===== src/rtl/packet_builder_pkg.sv =====
// Shared state encoding and header-geometry helpers for packet_builder.
package packet_builder_pkg;

  typedef enum logic [1:0] {
    ST_IDLE,
    ST_HDR,
    ST_BODY,
    ST_TAIL
  } state_e;

  function automatic int hdr_cycs(input int h, input int d);
    return (h + d - 1) / d;
  endfunction

  function automatic int hdr_rem(input int h, input int d);
    return h % d;
  endfunction

  // Number of leading ones in a byte-enable vector, counted from bit d-1 downward.
  function automatic int be_count(input logic [63:0] be, input int d);
    int   n;
    logic run;
    n   = 0;
    run = 1'b1;
    for (int i = 63; i >= 0; i--) begin
      if (i < d) begin
        if (run && be[i]) n++;
        else run = 1'b0;
      end
    end
    return n;
  endfunction

endpackage


===== src/rtl/packet_builder_merge.sv =====
// Realigns a payload beat behind R carried-over bytes; R==0 is a plain passthrough.
module packet_builder_merge #(
  parameter int D = 8,
  parameter int R = 2,
  localparam int RW = (R > 0) ? R : 1
) (
  input  logic [8*RW-1:0] residue,
  input  logic [RW-1:0]   residue_be,
  input  logic [8*D-1:0]  in_data,
  input  logic [D-1:0]    in_be,
  output logic [8*D-1:0]  out_data,
  output logic [D-1:0]    out_be,
  output logic [8*RW-1:0] next_residue,
  output logic [RW-1:0]   next_residue_be
);

  if (R > 0) begin : g_merge
    assign out_data        = {residue, in_data[8*D-1 -: 8*(D-R)]};
    assign out_be          = {residue_be, in_be[D-1 -: D-R]};
    assign next_residue    = in_data[8*R-1:0];
    assign next_residue_be = in_be[R-1:0];
  end else begin : g_pass
    assign out_data        = in_data;
    assign out_be          = in_be;
    assign next_residue    = '0;
    assign next_residue_be = '0;
  end

endmodule


===== src/rtl/packet_builder.sv =====
// Prepends headerA/headerB to a payload stream, byte-packed MSB-first.
// Optional protocol checker: define PACKET_BUILDER_PROTO_CHK_EN to add err_proto.
module packet_builder
  import packet_builder_pkg::*;
#(
  parameter int WIDTH_DATA_BYTES  = 8,
  parameter int WIDTH_HDR_A_BYTES = 6,
  parameter int WIDTH_HDR_B_BYTES = 4
) (
  input  logic                           clk_host,
  input  logic                           rst,
  input  logic                           bus_in_valid,
  output logic                           bus_in_ready,
  input  logic                           bus_in_sop,
  input  logic                           bus_in_eop,
  input  logic [WIDTH_DATA_BYTES-1:0]    bus_in_byteen,
  input  logic [8*WIDTH_DATA_BYTES-1:0]  bus_in_data,
  input  logic [8*WIDTH_HDR_A_BYTES-1:0] headerA,
  input  logic [8*WIDTH_HDR_B_BYTES-1:0] headerB,
  output logic                           bus_out_valid,
  input  logic                           bus_out_ready,
  output logic                           bus_out_sop,
  output logic                           bus_out_eop,
  output logic [WIDTH_DATA_BYTES-1:0]    bus_out_byteen,
  output logic [8*WIDTH_DATA_BYTES-1:0]  bus_out_data,
  output logic [1:0]                     dbg_state
`ifdef PACKET_BUILDER_PROTO_CHK_EN
  ,
  output logic                           err_proto
`endif
);

  localparam int  D          = WIDTH_DATA_BYTES;
  localparam int  DW         = 8 * D;
  localparam int  H          = WIDTH_HDR_A_BYTES + WIDTH_HDR_B_BYTES;
  localparam int  HC         = hdr_cycs(H, D);
  localparam int  R          = hdr_rem(H, D);
  localparam int  RW         = (R > 0) ? R : 1;
  localparam int  SRW        = DW * HC;
  localparam int  PADW       = SRW - 8 * H;
  localparam int  CW         = (HC > 1) ? $clog2(HC) : 1;
  localparam bit  MERGE_IDLE = (HC == 1) && (R > 0);

  // Handshake: a beat moves on a side when valid && ready at the rising clock edge;
  // the output register reloads whenever it is empty or being drained (ld).
  state_e           state_q, state_d, eop_next;
  logic [SRW-1:0]   hdr_pad, hdr_sr, hdr_src;
  logic [CW-1:0]    hdr_cnt, cnt_d;
  logic [8*RW-1:0]  residue, res_src, m_res;
  logic [RW-1:0]    residue_be, res_be_src, m_res_be;
  logic [DW-1:0]    m_data, tail_data, odata_d;
  logic [D-1:0]     m_be, tail_be, obe_d;
  logic             ld, in_ready, hdr_last, hdr_merge, fits, eop_out;
  logic             ovalid_d, osop_d, oeop_d, sr_cap, sr_shift, res_ld;

  assign ld        = !bus_out_valid || bus_out_ready;
  assign hdr_pad   = SRW'({headerA, headerB}) << PADW;
  assign hdr_src   = (state_q == ST_IDLE) ? hdr_pad : hdr_sr;
  assign hdr_last  = (hdr_cnt == CW'(HC - 1));
  assign hdr_merge = ((state_q == ST_IDLE) && MERGE_IDLE) ||
                     ((state_q == ST_HDR) && hdr_last && (R > 0));
  assign res_src    = hdr_merge ? hdr_src[SRW-1 -: 8*RW] : residue;
  assign res_be_src = hdr_merge ? '1 : residue_be;
  assign tail_data  = DW'(residue) << (8 * (D - RW));
  assign tail_be    = D'(residue_be) << (D - RW);
  assign fits       = be_count(64'(bus_in_byteen), D) <= (D - R);
  assign eop_out    = bus_in_eop && fits;
  assign eop_next   = !bus_in_eop ? ST_BODY : (fits ? ST_IDLE : ST_TAIL);
  assign bus_in_ready = in_ready && !rst;
  assign dbg_state    = state_q;

  packet_builder_merge #(.D(D), .R(R)) u_merge (
    .residue         (res_src),
    .residue_be      (res_be_src),
    .in_data         (bus_in_data),
    .in_be           (bus_in_byteen),
    .out_data        (m_data),
    .out_be          (m_be),
    .next_residue    (m_res),
    .next_residue_be (m_res_be)
  );

  always_comb begin
    state_d  = state_q;
    cnt_d    = hdr_cnt;
    ovalid_d = bus_out_valid;
    osop_d   = bus_out_sop;
    oeop_d   = bus_out_eop;
    obe_d    = bus_out_byteen;
    odata_d  = bus_out_data;
    sr_cap   = 1'b0;
    sr_shift = 1'b0;
    res_ld   = 1'b0;
    in_ready = 1'b0;
    case (state_q)
      ST_IDLE: begin
        if (MERGE_IDLE) in_ready = ld;
        if (ld) begin
          ovalid_d = 1'b0;
          if (bus_in_valid && bus_in_sop) begin
            sr_cap   = 1'b1;
            cnt_d    = CW'(1);
            ovalid_d = 1'b1;
            osop_d   = 1'b1;
            if (MERGE_IDLE) begin
              odata_d = m_data;
              obe_d   = m_be;
              oeop_d  = eop_out;
              res_ld  = 1'b1;
              state_d = eop_next;
            end else begin
              odata_d = hdr_src[SRW-1 -: DW];
              obe_d   = '1;
              oeop_d  = 1'b0;
              state_d = (HC > 1) ? ST_HDR : ST_BODY;
            end
          end
        end
      end
      ST_HDR: begin
        if (hdr_merge) in_ready = ld;
        if (ld) begin
          ovalid_d = 1'b0;
          osop_d   = 1'b0;
          if (!hdr_merge) begin
            ovalid_d = 1'b1;
            oeop_d   = 1'b0;
            odata_d  = hdr_src[SRW-1 -: DW];
            obe_d    = '1;
            sr_shift = 1'b1;
            cnt_d    = hdr_cnt + CW'(1);
            if (hdr_last) state_d = ST_BODY;
          end else if (bus_in_valid) begin
            ovalid_d = 1'b1;
            odata_d  = m_data;
            obe_d    = m_be;
            oeop_d   = eop_out;
            res_ld   = 1'b1;
            state_d  = eop_next;
          end
        end
      end
      ST_BODY: begin
        in_ready = ld;
        if (ld) begin
          ovalid_d = 1'b0;
          if (bus_in_valid) begin
            ovalid_d = 1'b1;
            osop_d   = 1'b0;
            odata_d  = m_data;
            obe_d    = m_be;
            oeop_d   = eop_out;
            res_ld   = 1'b1;
            state_d  = eop_next;
          end
        end
      end
      ST_TAIL: begin
        if (ld) begin
          ovalid_d = 1'b1;
          osop_d   = 1'b0;
          oeop_d   = 1'b1;
          odata_d  = tail_data;
          obe_d    = tail_be;
          state_d  = ST_IDLE;
        end
      end
      default: state_d = ST_IDLE;
    endcase
  end

  always_ff @(posedge clk_host or posedge rst) begin
    if (rst) state_q <= ST_IDLE;
    else     state_q <= state_d;
  end

  always_ff @(posedge clk_host or posedge rst) begin
    if (rst) begin
      bus_out_valid  <= 1'b0;
      bus_out_sop    <= 1'b0;
      bus_out_eop    <= 1'b0;
      bus_out_byteen <= '0;
      bus_out_data   <= '0;
      hdr_sr         <= '0;
      hdr_cnt        <= '0;
      residue        <= '0;
      residue_be     <= '0;
    end else begin
      bus_out_valid  <= ovalid_d;
      bus_out_sop    <= osop_d;
      bus_out_eop    <= oeop_d;
      bus_out_byteen <= obe_d;
      bus_out_data   <= odata_d;
      hdr_cnt        <= cnt_d;
      if (sr_cap)        hdr_sr <= hdr_pad << DW;
      else if (sr_shift) hdr_sr <= hdr_sr << DW;
      if (res_ld) begin
        residue    <= m_res;
        residue_be <= m_res_be;
      end
    end
  end

`ifdef PACKET_BUILDER_PROTO_CHK_EN
  logic bad_beat;

  always_comb begin
    bad_beat = 1'b0;
    if ((state_q == ST_BODY) && bus_in_sop) bad_beat = 1'b1;
    if (!bus_in_eop && (bus_in_byteen != '1)) bad_beat = 1'b1;
    if ($countones(bus_in_byteen) != be_count(64'(bus_in_byteen), D)) bad_beat = 1'b1;
    if (bus_in_eop && (bus_in_byteen == '0)) bad_beat = 1'b1;
  end

  always_ff @(posedge clk_host or posedge rst) begin
    if (rst)                                          err_proto <= 1'b0;
    else if (bus_in_valid && bus_in_ready && bad_beat) err_proto <= 1'b1;
  end
`endif

endmodule


===== config.mk =====
export PLATFORM = sky130hd
export DESIGN_NAME = packet_builder
export DESIGN_NICKNAME = d
export VERILOG_FILES = /design/src/rtl/packet_builder_pkg.sv /design/src/rtl/packet_builder_merge.sv /design/src/rtl/packet_builder.sv
export SDC_FILE = /design/constraint.sdc
export NUM_CORES = 1
export LEC_CHECK = 0
export ABC_CLOCK_PERIOD_IN_PS = 5400
export CAP_MARGIN = 0
export CORE_UTILIZATION = 30
export CTS_BUF_LIST = sky130_fd_sc_hd__clkbuf_16
export CTS_CLUSTER_DIAMETER = 60
export DETAILED_ROUTE_END_ITERATION = 6
export HOLD_SLACK_MARGIN = 0.1
export PLACE_DENSITY = 0.63
export SLEW_MARGIN = 20
export SYNTH_ARGS = -nofsm -noshare
export SYNTH_HDL_FRONTEND = slang
export SYNTH_SLANG_ARGS = --single-unit

===== constraint.sdc =====
create_clock -name clk_host -period 5.4 [get_ports clk_host]
set_clock_uncertainty 0.2 [all_clocks]
set_input_delay 0.81 -clock clk_host [delete_from_list [all_inputs] [get_ports clk_host]]
set_output_delay 0.81 -clock clk_host [all_outputs]
set_load 0.01 [all_outputs]

Yosys cells after proc, flatten, opt, wreduce, memory -nomap -nowiden
Index checks and enable logic that the tools add are counted.
{"block": "classes", "addsub": 8, "mul": 0, "div_mod_pow": 0, "n_lt_le_gt_ge": 1, "n_eq_ne": 12, "shifts": 0, "muxes": 82, "bitwise_logic": 0, "reduce_logical": 23}
{"operator": "two-way mux 64 bit", "n": 7}
{"operator": "two-way mux 128 bit", "n": 3}
{"operator": "one-hot mux 64 bit (4 select lines)", "n": 1}
{"operator": "two-way mux 32 bit", "n": 7}
{"operator": "adder 32 x 2 -> 32 bit, second input constant", "n": 6}
{"operator": "two-way mux 8 bit", "n": 7}
{"operator": "two-way mux 1 bit", "n": 37}
{"operator": "<= comparator 32 x 4 -> 1 bit, second input constant", "n": 1}
{"operator": "one-hot mux 8 bit (4 select lines)", "n": 1}
{"operator": "two-way mux 2 bit", "n": 11}
{"operator": "two-way mux 16 bit", "n": 1}
{"operator": "AND reduction 5 bit", "n": 3}
{"operator": "inequality test 2 bit, second input constant", "n": 6}
{"operator": "logical AND 1 bit", "n": 11}
{"operator": "one-hot mux 1 bit (4 select lines)", "n": 2}
{"operator": "one-hot mux 2 bit (4 select lines)", "n": 1}
{"operator": "one-hot mux 1 bit (2 select lines)", "n": 3}
{"operator": "AND reduction 6 bit", "n": 1}
{"operator": "equality test 2 bit, second input constant", "n": 2}
{"operator": "inequality test 2 x 1 -> 1 bit, second input constant", "n": 2}
{"operator": "AND reduction 4 bit", "n": 1}
{"operator": "nonzero test 2 bit", "n": 2}
{"operator": "inequality test 3 bit, second input constant", "n": 1}
{"operator": "one-hot mux 1 bit (3 select lines)", "n": 1}
{"operator": "other kinds (7)", "n": 8}
{"block": "word_totals", "ff_bits": 224, "latch_bits": 0, "ram_bits": 0, "mem_bits_ro": 0, "output_inout_bits": 78, "mem_count": 0}

Longest topological paths before layout
{"block": "depth", "ltp_word": 22, "mapped_depth": 17, "depth_no_buf": 17}

Modules after synthesis
Synthesis repeated with hierarchy kept, for this count alone.
{"block": "hier_totals", "cells_unflattened": 727, "area_unflattened_um2": 6766.5}
{"mod": "packet_builder", "instances": 1, "cells_each": 637, "area_each_um2": 6090.8, "seq_area_each_um2": 2802.7}
{"mod": "packet_builder_merge", "instances": 1, "cells_each": 90, "area_each_um2": 675.6, "seq_area_each_um2": 0.0}

Worst setup path before layout
No wires, ideal clock.
{"block": "synth_path", "path_kind": "input to output", "from": "input port rst", "to": "output port bus_in_ready", "t_arrival_ns": 3.568, "slack_ns": 0.822, "path_stages": 3, "path_cell_list": "inv_1 -> nand3_1 -> nor2_1"}
{"block": "synth_via", "elab_chain_cells": 2}
{"element": "start: declaration", "line": "packet_builder.sv:11", "text": "input logic rst,"}
{"element": "logical NOT 1 bit (no line)"}
{"element": "logical AND 1 bit", "line": "packet_builder.sv:69", "text": "assign bus_in_ready = in_ready && !rst;"}
{"element": "end: declaration", "line": "packet_builder.sv:13", "text": "output logic bus_in_ready,"}
Every way passes these cells.

Worst setup path in the final report
{"block": "layout_path", "from": "input port bus_in_byteen[5]", "to": "register state_q[1], in the netlist dbg_state[1]"}
{"block": "layout_via", "elab_chain_cells": 19, "elab_cells_between_ends": 30, "cone_classes": "add/sub: 5; order compare: 1; mux: 18; reduce/logical: 6"}
{"element": "start: declaration", "line": "packet_builder.sv:16", "text": "input logic [WIDTH_DATA_BYTES-1:0] bus_in_byteen,"}
{"element": "logical AND 1 bit *", "line": "packet_builder_pkg.sv:27", "text": "if (run && be[i]) n++;"}
{"element": "two-way mux 32 bit / two-way mux 1 bit (equally long branches)", "line": "packet_builder_pkg.sv:27"}
{"element": "adder 32 x 2 -> 32 bit / logical AND 1 bit (equally long branches)", "line": "packet_builder_pkg.sv:27"}
{"element": "two-way mux 32 bit / two-way mux 1 bit (equally long branches)", "line": "packet_builder_pkg.sv:27"}
{"element": "adder 32 x 2 -> 32 bit / logical AND 1 bit (equally long branches)", "line": "packet_builder_pkg.sv:27"}
{"element": "two-way mux 32 bit / two-way mux 1 bit (equally long branches)", "line": "packet_builder_pkg.sv:27"}
{"element": "adder 32 x 2 -> 32 bit / logical AND 1 bit (equally long branches)", "line": "packet_builder_pkg.sv:27"}
{"element": "two-way mux 32 bit / two-way mux 1 bit (equally long branches)", "line": "packet_builder_pkg.sv:27"}
{"element": "[2 not listed]"}
{"element": "adder 32 x 2 -> 32 bit / logical AND 1 bit (equally long branches)", "line": "packet_builder_pkg.sv:27"}
{"element": "two-way mux 32 bit *", "line": "packet_builder_pkg.sv:27"}
{"element": "<= comparator 32 x 4 -> 1 bit *", "line": "packet_builder.sv:66", "text": "assign fits = be_count(64'(bus_in_byteen), D) <= (D - R);"}
{"element": "two-way mux 2 bit * (2 in a row)", "line": "packet_builder.sv:68", "text": "assign eop_next = !bus_in_eop ? ST_BODY : (fits ? ST_IDLE : ST_TAIL);"}
{"element": "two-way mux 2 bit *", "line": "packet_builder.sv:133, packet_builder.sv:147"}
{"element": "two-way mux 2 bit", "line": "packet_builder.sv:125", "text": "if (!hdr_merge) begin"}
{"element": "two-way mux 2 bit", "line": "packet_builder.sv:122", "text": "if (ld) begin"}
{"element": "one-hot mux 2 bit (4 select lines) *", "line": "packet_builder.sv:95", "text": "case (state_q)"}
{"element": "end signal: assignment", "line": "packet_builder.sv:174", "text": "else state_q <= state_d;"}
{"element": "end: declaration", "line": "packet_builder.sv:46", "text": "state_e state_q, state_d, eop_next;"}
Mark *: on every way between the ends. The rest lies on a longest branch, timed or not. The select of a mux whose other input is x is not followed.
A chain may end at the register's enable or synchronous reset.

==> results.toml <==
[timing]
finalHoldViolCount = 0
setup_viol = 0
drv_slew = 0
min_period_over_period_pct = 91.0
worst_slew_pin_slew_ns = 1.07
maxSlewHeadroom_pct = 28.4
rsz0062_at_grt = "false"
fmax_mhz = 203
tns_ns = 0
holdWs_ns = 0.279
min_period_ns = 4.92

[final_layout]
multiInputGateArea_mm2 = 0.00260
fin_nets = 1010
fin_util_pct = 46.2
syn_to_final_growth_pct = 49.3
fillers = 1791
layout-drive-gt1-share_pct = 6.49
diodes = 0
seq_area_mm2 = 0.00280

[worst_hold_path]
whs_path_depth = 2
hold_end = "bus_out_data[9]$_DFFE_PP0P_"
holdCritPathClass = "reg -> reg"
min_from = "bus_out_data[9]$_DFFE_PP0P_"

[setup_path]
slowest_delay_ns = 0.59
worstReg2RegStart = "dbg_state[0]$_DFFE_PP0P_"
cp_max_fo = 8
crit_top_cell = "ha_1"
worst_r2r_endpoint = "bus_out_data[8]$_DFFE_PP0P_"
worst_setup_path_end_kind = "flip-flop"
cpMaxStageDelayCell = "clkdlybuf4s50_1"
rr_worst_depth = 9
cp-start-kind = "input port"
cp.buffers_inverters = 3
crit_family = "compound AO/OA/AOI/OAI gates"
crit_type = "in -> reg"
rrSetupSlack_ns = 2.32
crit_chain = "clkdlybuf4s50_1 -> inv_1 -> a21boi_0 -> ha_1 -> inv_1 -> a31oi_1 -> ha_1 -> mux2i_1 -> a31oi_1 -> ha_1 -> mux2i_1 -> a211oi_2 -> ha_1 -> mux2_2 -> ha_1 -> o41ai_1 -> o211ai_1 -> a41o_1"
arrival_ns = 4.95
required_ns = 5.43

[drt]
ant_nets = 0
drt-total-wl_um = 17900
drt_iter0_drc = 290
drcViolationCount = 25
vias_per_cell = 4.99
via_count = 5365
drt-pass1-iter-count = 7
wl_per_cell_um = 16.7

[logic_synthesis]
yosysWarnings = 0
synth-main-ff-cell = "dfrtp_1"
yosysTopAreaCellShare_pct = 49.7
synthCells = 632
yosysSeqAreaShare_pct = 49.7
yosysTopAreaCell = "dfrtp_1"
synth_common_cells = "dfrtp_1, nand2_1, nor2_1, a21oi_1, o21ai_1"
netlist-cell-type-count = 49
synth-edff-count = 0
mappedNetlistArea_mm2 = 0.00564
syn_nets = 799
synth_async_sr_flop_share_pct = 100
syn_avg_cell_area_um2 = 8.92
synth_seq_cells = 112
synth.area.top_cells = "dfrtp_1, nand2_1, a21oi_1"
synth_most_common_cell = "dfrtp_1"

[power_and_ir_drop]
p_leak_uw = 0.00349
power.internal_uw = 2600
powerDensity_mw_per_mm2 = 528
clock_power_share_pct = 13.6
ir_drop_uv = 532
combPwrFrac_pct = 54.0
sequentialPowerShare_pct = 32.4
switching_share_pct = 41.4
switching_power_uw = 1840

[flow_run]
max-cap-violations = 0

[global_routing]
grtUsageTotal_pct = 18.8
grt_pass1_vias = 5252
grt_pass1_wl_um = 28700
grt_max_degree = 112
overflow = 0
antenna_found_initial = 1

[die]
die_area_mm2 = 0.0193
core_mm2 = 0.0182
fp-row-count = 49
ios = 236
dieWidth_um = 139
die_y_um = 139
start_util_pct = 31.0

[placement]
place_congestion = 0.769
dp_hpwl_um = 12200
port_buffers = 235

[clock_network]
cts_resized = 0
clock_path_buffers = 2
post_cts_buffers = 0
cts_buffers = 9
h-tree-depth = 3
tritoncts = "yes"
clock-root-buffer = "clkbuf_16"
holdBufCountCts = 0
clk_pin_slew_worst_paths_ns = 0.07
clock_sinks = 112
clk_latency_ns = 0.35

[outcome]
status = "finished with violations"
violations = "DRC"
-- worst min-delay path, cell delays in order (launching register included) --
cell and delay, ns:
dfrtp_1 0.34, nand2_1 0.04, o21ai_0 0.06
-- state kept, by name, summed over array words and instances, names as in the netlist --
register,cells
bus_out_byteen,8
bus_out_valid,1
residue_be,2
bus_out_data,64
hdr_sr,16
bus_out_eop,1
hdr_cnt,1
residue,16
bus_out_sop,1
dbg_state,2
-- layout make-up --
class	instances	share of cell area (%)
Tap cell	229	3.41
Multi-Input combinational cell	464	30.9
Inverter	13	0.610
Clock buffer	9	2.68
Clock inverter	6	0.357
Sequential cell	112	33.3
Timing Repair Buffer	243	28.7
-- placed cells by master (no fill, tap or decap), drive strengths merged, types with 5 or more instances in the layout --
cell type        n
clkbuf           9
a21o             8
nand3            5
nand2          106
clkdlybuf4s50  235
dfrtp          112
mux2            18
nor2            75
o21ai           79
buf              8
a21oi           71
inv             15
a22o            16
ha               9
a22oi           30
-- stage by stage --
step,std cells,setup slack (ns),instance area [µm²],total power [µW]
5_1_grt,1076,0.222,8410,4810
3_5_place_dp,1061,0.156,8160,3880
4_1_cts,1076,0.502,8410,4510
3_3_place_gp,1061,0.284,8160,3850
2_1_floorplan,632,0.822,5640,2880
6_report,1076,0.484,8410,4440
-- logic make-up (layout without fill, tap and decap cells) --
kind of cell / Yosys count / in the layout / share of synthesized area (%)
AOI/OAI and AO/OA: 225 / 225 / 24.0
xor gates and xnor gates: 1 / 1 / 0.400
adders and majority gates: 9 / 9 / 2.00
buffers and inverters: 56 / 271 / 4.59
DFF: 112 / 112 / 49.7
muxes: 21 / 21 / 4.13
and+or+nand+nor: 208 / 208 / 15.2
-- metal layers --
metal / global-route usage [%] / up-vias / part of all wire (%)
met1: 23.2 / 2539 / 43
met2: 31.5 / 178 / 47
met5: 0 / - / 0.061
met4: 4.33 / 2 / 0.80
li1: - / 2632 / -
met3: 6.63 / 14 / 9.5
-- power by group through the flow --
| stage | logic, µW | clock network [µW] | registers, µW |
|---|---|---|---|
| CTS | 2440 | 628 | 1440 |
| floorplan | 1340 | 0 | 1540 |
| global route | 2670 | 659 | 1490 |
| global placement | 2410 | 0 | 1440 |
| detailed placement | 2430 | 0 | 1450 |
| finish | 2400 | 605 | 1440 |
-- worst max-delay path by stage --
stage	cells after the start	to	from
detailed placement	18	dbg_state[1]$_DFFE_PP0P_	bus_in_byteen[5]
global route	18	dbg_state[1]$_DFFE_PP0P_	bus_in_byteen[5]
finish	18	dbg_state[1]$_DFFE_PP0P_	bus_in_byteen[5]
CTS	18	dbg_state[1]$_DFFE_PP0P_	bus_in_byteen[5]
global placement	18	dbg_state[1]$_DFFE_PP0P_	bus_in_byteen[5]
floorplan	3	bus_in_ready	rst
No activity file was read; power rests on OpenSTA's default activity.
